### src/rtl/pwm_capture_pkg.sv
// Shared types and helpers for the PWM capture block.
package pwm_capture_pkg;

    // Measurement FSM encoding.
    typedef enum logic [1:0] {
        IDLE = 2'd0,
        HIGH = 2'd1,
        LOW  = 2'd2
    } state_t;

    // Ceiling log2; used to size counters from their maximum value.
    function automatic int clog2(input int value);
        int result;
        result = 0;
        for (int i = 0; i < 32; i++) begin
            if ((1 << result) < value) result = result + 1;
        end
        return result;
    endfunction

endpackage

### src/rtl/pwm_sync_edge.sv
// Input synchroniser for the PWM pin plus single-cycle rise/fall pulses.
module pwm_sync_edge #(
    parameter int SYNC_STAGES = 2
) (
    input  logic clk,
    input  logic rst,
    input  logic pin,
    output logic level,
    output logic rise,
    output logic fall
);

    logic [SYNC_STAGES-1:0] sync_q;
    logic                   prev_q;

    // Synchroniser shift chain followed by the edge-detect history flop.
    always_ff @(posedge clk) begin
        if (rst) begin
            sync_q <= '0;
            prev_q <= 1'b0;
        end else begin
            sync_q <= {sync_q[SYNC_STAGES-2:0], pin};
            prev_q <= sync_q[SYNC_STAGES-1];
        end
    end

    assign level = sync_q[SYNC_STAGES-1];
    assign rise  = level & ~prev_q;
    assign fall  = ~level & prev_q;

endmodule

### src/rtl/pwm_capture.sv
// PWM capture: measures period and high time in clk_en_i ticks and flags a stuck line.
module pwm_capture
    import pwm_capture_pkg::*;
#(
    parameter int COUNTER_BITWIDTH = 9,
    parameter int TIMEOUT_TICKS    = 511,
    parameter int SYNC_STAGES      = 2
) (
    input  logic                        clk_i,
    input  logic                        rst_i,
    input  logic                        clk_en_i,
    input  logic                        PWM_pin_i,
    output logic [COUNTER_BITWIDTH-1:0] period_o,
    output logic [COUNTER_BITWIDTH-1:0] highTime_o,
    output logic                        dataValid_STRB_o,
    output logic                        stuck_o,
    output logic                        stuckLevel_o
);

    localparam int CB     = COUNTER_BITWIDTH;
    localparam int IDLE_W = clog2(TIMEOUT_TICKS + 1);

    logic level, rise, fall, edge_any;
    logic timeout;
    logic start, latch_high, report;

    state_t state_q, state_d;

    logic [CB-1:0]     period_cnt_q, high_cnt_q, high_shadow_q;
    logic [IDLE_W-1:0] idle_cnt_q;
    logic              frozen_q;
    logic [CB-1:0]     tick_cb;
    logic [IDLE_W-1:0] tick_idle;

    pwm_sync_edge #(
        .SYNC_STAGES(SYNC_STAGES)
    ) u_sync (
        .clk  (clk_i),
        .rst  (rst_i),
        .pin  (PWM_pin_i),
        .level(level),
        .rise (rise),
        .fall (fall)
    );

    assign edge_any  = rise | fall;
    assign tick_cb   = {{(CB-1){1'b0}}, clk_en_i};
    assign tick_idle = {{(IDLE_W-1){1'b0}}, clk_en_i};
    // An edge in the same cycle always beats the timeout; once fired the
    // timer stays frozen until the next edge so only one stuck strobe is sent.
    assign timeout   = !edge_any && !frozen_q &&
                       (idle_cnt_q == IDLE_W'(TIMEOUT_TICKS));

    // FSM state register.
    always_ff @(posedge clk_i) begin
        if (rst_i) state_q <= IDLE;
        else       state_q <= state_d;
    end

    // Next-state and control decode.
    always_comb begin
        state_d    = state_q;
        start      = 1'b0;
        latch_high = 1'b0;
        report     = 1'b0;
        if (timeout) begin
            state_d = IDLE;
        end else begin
            case (state_q)
                IDLE: if (rise) begin
                    start   = 1'b1;
                    state_d = HIGH;
                end
                HIGH: if (fall) begin
                    latch_high = 1'b1;
                    state_d    = LOW;
                end
                LOW: if (rise) begin
                    report  = 1'b1;
                    start   = 1'b1;
                    state_d = HIGH;
                end
                default: state_d = IDLE;
            endcase
        end
    end

    // Period/high counters include the start-edge tick and exclude the end-edge tick.
    always_ff @(posedge clk_i) begin
        if (rst_i) begin
            period_cnt_q  <= '0;
            high_cnt_q    <= '0;
            high_shadow_q <= '0;
        end else begin
            if (start) begin
                period_cnt_q <= tick_cb;
                high_cnt_q   <= tick_cb;
            end else begin
                period_cnt_q <= period_cnt_q + tick_cb;
                if (state_q == HIGH) high_cnt_q <= high_cnt_q + tick_cb;
            end
            if (latch_high) high_shadow_q <= high_cnt_q;
        end
    end

    // Edge-free tick timer used for stuck-line detection.
    always_ff @(posedge clk_i) begin
        if (rst_i) begin
            idle_cnt_q <= '0;
            frozen_q   <= 1'b0;
        end else if (edge_any) begin
            idle_cnt_q <= tick_idle;
            frozen_q   <= 1'b0;
        end else if (timeout) begin
            frozen_q   <= 1'b1;
        end else if (!frozen_q) begin
            idle_cnt_q <= idle_cnt_q + tick_idle;
        end
    end

    // Output registers; they hold between strobes.
    always_ff @(posedge clk_i) begin
        if (rst_i) begin
            period_o         <= '0;
            highTime_o       <= '0;
            stuck_o          <= 1'b0;
            stuckLevel_o     <= 1'b0;
            dataValid_STRB_o <= 1'b0;
        end else begin
            dataValid_STRB_o <= report | timeout;
            if (report) begin
                period_o   <= period_cnt_q;
                highTime_o <= high_shadow_q;
                stuck_o    <= 1'b0;
            end else if (timeout) begin
                period_o     <= '0;
                highTime_o   <= '0;
                stuck_o      <= 1'b1;
                stuckLevel_o <= level;
            end
        end
    end

endmodule

### config.mk
export PLATFORM = sky130hd
export DESIGN_NAME = pwm_capture
export DESIGN_NICKNAME = d
export VERILOG_FILES = /design/src/rtl/pwm_capture_pkg.sv /design/src/rtl/pwm_sync_edge.sv /design/src/rtl/pwm_capture.sv
export SDC_FILE = /design/constraint.sdc
export NUM_CORES = 1
export LEC_CHECK = 0
export ABC_CLOCK_PERIOD_IN_PS = 2140
export BUFFER_PORTS_ARGS = -buffer_cell sky130_fd_sc_hd__buf_4
export CORE_MARGIN = 5
export CORE_UTILIZATION = 52
export CTS_BUF_LIST = sky130_fd_sc_hd__clkbuf_8
export CTS_CLUSTER_SIZE = 16
export DETAILED_ROUTE_END_ITERATION = 6
export GPL_ROUTABILITY_DRIVEN = 1
export PLACE_DENSITY = 0.83
export SLEW_MARGIN = 20
export SYNTH_ARGS = -nofsm -noshare
export SYNTH_HDL_FRONTEND = slang
export SYNTH_SLANG_ARGS = --single-unit
export TNS_END_PERCENT = 50
### constraint.sdc
create_clock -name clk_i -period 2.14 [get_ports clk_i]
set_input_delay 0.214 -clock clk_i [delete_from_list [all_inputs] [get_ports clk_i]]
set_output_delay 0.214 -clock clk_i [all_outputs]
set_load 0.02 [all_outputs]
==> flow_metrics.py, run 1 <==
metrics = {
    "cells_and_area": {
        "drive_above_1_share_pct": 20.4,
        "area_delta_synth_final_pct": 20.5,
        "final_nets": 282,
        "antenna_cells": 0,
        "final_common_cell": "dfxtp_1",
        "mostFrequentLayoutCells": "dfxtp_1 (63), nor2_1 (34), buf_4 (31)",
    },
    "run_status": {
        "status": "complete, no violations",
    },
    "sta": {
        "skew_ps": 8.73,
        "rsz0062_at_grt": "false",
        "fin_crit_sh_pct": 91.6,
        "fin_crit_ps": 1960,
        "max_slew.worst_pin.slew_ps": 751,
        "final_hold_viol_count": 0,
        "max_clock_freq_mhz": 510,
        "setup_ws_ps": 180,
        "relSlewSlack_pct": 49.9,
        "drv_slew": 0,
        "setup-violations-final": 0,
    },
    "power": {
        "ir_drop_v": 0.000480,
        "swShare_pct": 21.1,
        "switching_power_mw": 0.517,
        "p_seq_share_pct": 48.9,
        "p_leak_nw": 1.31,
        "powerDensity_mw_per_mm2": 822,
        "internal_power_mw": 1.93,
        "p_comb_share_pct": 3.3,
        "power_frac_clock_pct": 47.8,
        "power.total_mw": 2.45,
    },
    "floorplan": {
        "die_w_um": 79.0,
        "die-area_mm2": 0.00624,
        "coreArea_mm2": 0.00466,
        "row_count": 25,
        "initial_core_util_pct": 53.1,
        "die_y_um": 79.0,
        "io_pins": 25,
    },
    "clock_network": {
        "cts_tree": "built",
        "clockBufferDepth": 2,
        "cts_setup_buffers": 0,
        "cts_htree_levels": 3,
        "cts_sinks": 63,
        "cts_inserted_buffers": 9,
        "cts_root_buf": "clkbuf_8",
        "clock_latency_ps": 340,
        "cts.clk_slew.worst_paths_ps": 60,
    },
    "setup_path": {
        "cp_data_required_time_ps": 2410,
        "r2r.worst_path.cells": 7,
        "start_kind": "flip-flop",
        "cp_top_family": "simple AND/OR/NAND/NOR gates",
        "cp_max_fo": 17,
        "crit_slowest_cell": "or3_1",
        "worst_setup_path_end_kind": "flip-flop",
        "cp_num_buf_inv": 2,
        "crit_cells": 7,
        "max_stage_delay_ps": 400,
        "r2r-start": "u_sync.sync_q[1]",
        "crit_start": "u_sync.sync_q[1]",
        "cp.arrival_ps": 2230,
        "rrSetupSlack_ps": 180,
        "endpoint": "period_cnt_q[0]",
        "cp_cell_sequence": "inv_1 -> ha_1 -> nand4b_4 -> buf_4 -> or3_1 -> a21o_4 -> o22ai_1",
        "crit-reg2reg-capture": "period_cnt_q[0]",
        "critPathKind": "flip-flop to flip-flop",
    },
    "routing": {
        "num_vias": 1838,
        "routed_wl_um": 4700,
        "drc": 0,
        "firstDrtPassIters": 4,
        "routed_via_density": 5.59,
        "first_iter_violations": 105,
        "postRouteAntennaNets": 0,
        "wire_per_inst_um": 14.3,
    },
    "place": {
        "place_congestion": 0.770,
        "dp_hpwl_um": 3210,
        "port_buffers": 24,
        "dp_slack_ps": -99.0,
    },
    "yosys": {
        "syn_area_per_cell_um2": 10.5,
        "synth_compound_area_share_pct": 12.6,
        "synth-edff-count": 0,
        "synth-seq-cells": 63,
        "synth-seq-area-share_pct": 51.0,
        "synth_top_cells_by_area": "dfxtp_1 (51%), a22o_1 (6.4%), mux2i_1 (5.3%), nor2_1 (5.2%), ha_1 (4.0%)",
        "synthMuxAreaShare_pct": 5.71,
        "synth_nets": 248,
        "synth_cell_type_count": 41,
        "synthAdderAreaFrac_pct": 4.04,
        "yosysTopAreaCell": "dfxtp_1",
        "async_flop_share_pct": 0,
        "yosys.area_share.xor_xnor_pct": 4.95,
        "synth_top_family_by_area": "simple AND/OR/NAND/NOR gates",
        "synth-simple-area-share_pct": 19.1,
        "syn-instance-count": 236,
        "yosysWarnings": 0,
        "synth_top_area_share_pct": 51.0,
        "synthFlopType": "dfxtp_1",
        "syn_area_mm2": 0.00247,
    },
    "min_path": {
        "min_path_type": "primary input to flip-flop",
    },
    "grt": {
        "antenna_found_initial": 0,
        "grt_usage_pct": 17.0,
        "grt_pass1_wl_um": 8110,
        "first_global_vias": 1772,
        "grt_max_degree": 24,
        "gr-total-overflow": 0,
    },
    "run": {
        "maxCapViolCount": 0,
    },
}
area by class of cell:
type	instances	area, um2
flip-flops and latches	63	1260
inverters	4	15.0
well taps	54	67.6
clock buffers	11	151
fillers	372	1680
multi-input cells	161	1170
clock inverters	5	80.1
repair buffers	31	233
Yosys cell counts (2+ instances only):
library cell  number
a21oi_1            4
a22o_1            18
a31oi_1            4
and3_1             3
and3b_1            2
and4_1             2
and4b_1            3
buf_2              4
buf_6              2
clkbuf_1           2
dfxtp_1           63
ha_1               8
inv_1              4
mux2i_1           13
nand2_1            7
nand2b_1           3
nand3_1           10
nand4_1            4
nor2_1            34
nor2b_1            5
nor3b_1            2
o21a_1             2
o21ai_0            5
o31ai_1            3
xnor2_1            3
xor2_1            11
power groups by stage:
stage          Clock (mW)  Sequential, mW  Combinational, mW
4_1_cts              1.19            1.20             0.0805
2_1_floorplan           0            1.22             0.0611
5_1_grt              1.26            1.20             0.0921
6_report             1.17            1.20             0.0812
3_3_place_gp            0            1.22             0.0760
3_5_place_dp            0            1.22             0.0782
logic make-up (layout without fill, tap and decap cells):
family                     count (synthesis)  in the layout
adders and majority gates                  8              8
muxes                                     14             14
buffers and inverters                     12             51
AOI/OAI and AO/OA                         42             42
DFF                                       63             63
and+or+nand+nor                           83             83
xor gates and xnor gates                  14             14
worst register-to-register path: cells and delay by family (launching register included):
family	cells	cell delay, ps
AO/OA/AOI/OAI	2	430
AND/OR/NAND/NOR	2	550
buffers and inverters	2	230
flip-flops	1	340
adder cells (fa/ha/maj)	1	340
sequential cells by signal, indices dropped and copies added (netlist names):
signal / flops
state_q: 2
period_cnt_q: 9
dataValid_STRB_o: 1
idle_cnt_q: 9
u_sync.prev_q: 1
period_o: 9
stuckLevel_o: 1
frozen_q: 1
high_cnt_q: 9
u_sync.sync_q: 2
highTime_o: 9
high_shadow_q: 9
stuck_o: 1
routing by layer:
metal | vias to the layer above | share of wire (%) | global-route usage (%)
li1 | 919 | - | -
met1 | 868 | 45 | 19.3
met2 | 38 | 47 | 28.0
met3 | 13 | 5.1 | 6.12
met4 | 0 | 2.5 | 8.93
met5 | - | 0 | 0
through the flow:
step / utilization, % / hold slack, ps / TNS [ps] / instance area (um2) / instances
after global routing: 64.0 / 78.3 / 0 / 2980 / 329
final: 64.0 / 83.8 / 0 / 2980 / 329
after CTS: 63.8 / 67.7 / 0 / 2970 / 329
after detailed placement: 58.6 / 429 / -1530 / 2730 / 313
after global placement: 58.6 / 428 / -92.0 / 2730 / 313
after floorplan: - / 342 / 0 / 2470 / 236
worst min-delay path by stage:
stage                             to  slack (ps)  depth (start not counted)  startpoint
floorplan           u_sync.sync_q[0]         340                          1   PWM_pin_i
global placement    u_sync.sync_q[0]         430                          2   PWM_pin_i
detailed placement  u_sync.sync_q[0]         430                          2   PWM_pin_i
CTS                 u_sync.sync_q[0]          70                          2   PWM_pin_i
global route        u_sync.sync_q[0]          80                          2   PWM_pin_i
finish              u_sync.sync_q[0]          80                          2   PWM_pin_i
timing repair:
action / in CTS / in global routing
resized for setup: 2 / 2
hold buffers: 0 / 0
hold endpoints to repair: 0 / 0
setup endpoints to repair: 18 / 17
pin swaps: 0 / 0
Power figures use the tool's default switching activity.
==> run 2: changes to the inputs <==
--- a/config.mk
+++ b/config.mk
@@ -5,7 +5,7 @@
 export SDC_FILE = /design/constraint.sdc
 export NUM_CORES = 1
 export LEC_CHECK = 0
-export ABC_CLOCK_PERIOD_IN_PS = 2140
+export ABC_CLOCK_PERIOD_IN_PS = 2200
 export BUFFER_PORTS_ARGS = -buffer_cell sky130_fd_sc_hd__buf_4
 export CORE_MARGIN = 5
 export CORE_UTILIZATION = 52
==> constraint.sdc (replaced) <==
create_clock -name clk_i -period 2.2 [get_ports clk_i]
set_input_delay 0.22 -clock clk_i [delete_from_list [all_inputs] [get_ports clk_i]]
set_output_delay 0.22 -clock clk_i [all_outputs]
set_load 0.02 [all_outputs]
==> flow_metrics.py, run 2 (same netlist as run 1, synthesis figures left out) <==
metrics = {
    "clock_network": {
        "cts_root_buf": "clkbuf_8",
        "clock_latency_ps": 340,
        "cts_setup_buffers": 0,
        "cts.clk_slew.worst_paths_ps": 70,
        "cts_tree": "built",
        "cts_inserted_buffers": 9,
        "cts_sinks": 63,
        "clockBufferDepth": 2,
        "hold_buffers": 0,
        "cts_htree_levels": 3,
    },
    "floorplan": {
        "coreArea_mm2": 0.00466,
        "die-area_mm2": 0.00624,
        "die_y_um": 79.0,
        "row_count": 25,
        "io_pins": 25,
        "die_w_um": 79.0,
        "initial_core_util_pct": 53.1,
    },
    "sta": {
        "max_clock_freq_mhz": 499,
        "relSlewSlack_pct": 52.2,
        "drv_slew": 0,
        "skew_ps": 8.88,
        "rsz0062_at_grt": "false",
        "setup-violations-final": 0,
        "finalHoldWorstSlack_ps": 93.4,
        "fin_crit_ps": 2010,
        "fin_crit_sh_pct": 91.2,
        "final_hold_viol_count": 0,
        "max_slew.worst_pin.slew_ps": 716,
        "setup_ws_ps": 194,
        "fin_tns_setup_ps": 0,
    },
    "setup_path": {
        "critPathKind": "flip-flop to flip-flop",
        "cp.arrival_ps": 2270,
        "start_kind": "flip-flop",
        "cp_max_fo": 17,
        "worst_setup_path_end_kind": "flip-flop",
        "cp_data_required_time_ps": 2470,
    },
    "power": {
        "ir_drop_v": 0.000621,
        "p_leak_nw": 1.29,
        "power.total_mw": 2.25,
        "powerDensity_mw_per_mm2": 766,
    },
    "grt": {
        "grt_max_degree": 24,
        "gr-total-overflow": 0,
        "grt_usage_pct": 16.5,
        "grt_pass1_wl_um": 7910,
        "antenna_found_initial": 0,
        "first_global_vias": 1796,
    },
    "cells_and_area": {
        "final_nets": 280,
        "drive_above_1_share_pct": 19.4,
        "n_fill_cell": 372,
        "finalNonFillerCells": 327,
        "antenna_cells": 0,
        "area_delta_synth_final_pct": 18.6,
        "final_common_cell": "dfxtp_1",
        "fin_util_pct": 63.0,
        "fin_area_mm2": 0.00294,
        "mostFrequentLayoutCells": "dfxtp_1 (63), nor2_1 (34), buf_4 (29)",
    },
    "routing": {
        "postRouteAntennaNets": 0,
        "num_vias": 1809,
        "routed_wl_um": 4560,
        "routed_via_density": 5.53,
        "first_iter_violations": 96,
        "wire_per_inst_um": 13.9,
        "drc": 0,
        "firstDrtPassIters": 4,
    },
    "run_status": {
        "status": "complete, no violations",
    },
    "min_path": {
        "min_path_type": "primary input to flip-flop",
    },
    "place": {
        "place_area_mm2": 0.00272,
        "dp_hpwl_um": 3230,
        "dp_slack_ps": -27.1,
        "port_buffers": 24,
        "place_congestion": 0.856,
        "dp_cells": 311,
    },
    "run": {
        "maxCapViolCount": 0,
    },
}
==> run 2: cell count changes in the layout (fill, tap and decap cells not counted) <==
cell and change:
clkinv_4 +2, buf_4 -2, bufinv_16 -1, clkbuf_8 -1, a21o_4 -1, clkinv_2 -1, a21o_1 +1, clkinvlp_4 +1
==> run 2: final cells by class <==
cell class / instances / area, um2 / area share (%)
Clock inverter: 6 / 70.1 / 2.39
Timing Repair Buffer: 29 / 218 / 7.42
Clock buffer: 10 / 138 / 4.69
Inverter: 4 / 15.0 / 0.512
Sequential cell: 63 / 1260 / 43.0
Tap cell: 54 / 67.6 / 2.30
Multi-Input combinational cell: 161 / 1170 / 39.7
==> run 2: path summary, 6_finish.rpt <==
kind / from / endpoint / slack, ps / cells after the start
worst max-delay path: u_sync.sync_q[1] / period_cnt_q[0] / 190 / 6
worst min-delay path: PWM_pin_i / u_sync.sync_q[0] / 90 / 2
worst max register to register: u_sync.sync_q[1] / period_cnt_q[0] / 190 / 6
worst min register to register: u_sync.sync_q[0] / u_sync.sync_q[1] / 430 / 1
==> run 2: repair_timing <==
action | CTS | global route
endpoints found under the setup margin | 18 | 0
resized for setup | 2 | 0
endpoints found under the hold margin | 0 | 0
==> run 2: power breakdown <==
group | switching, mW | internal [mW] | total, mW
clock network | 0.449 | 0.556 | 1.00
registers | 0.0130 | 1.15 | 1.17
logic | 0.0469 | 0.0298 | 0.0767
total | 0.509 | 1.74 | 2.25
==> run 2: worst max-delay path: stages, from the launching register on <==
cell,delay [ps]
dfxtp_1,340
inv_1,60
ha_1,390
nand4b_4,180
or3_1,400
a21o_1,370
o22ai_1,200
==> run 2: routing by layer <==
layer / track usage, % / share of wire [%] / vias to the layer above
met1: 18.1 / 45 / 845
met3: 7.94 / 5.9 / 8
met4: 6.36 / 1.6 / 0
li1: - / - / 915
met5: 0 / 0 / -
met2: 27.6 / 48 / 41
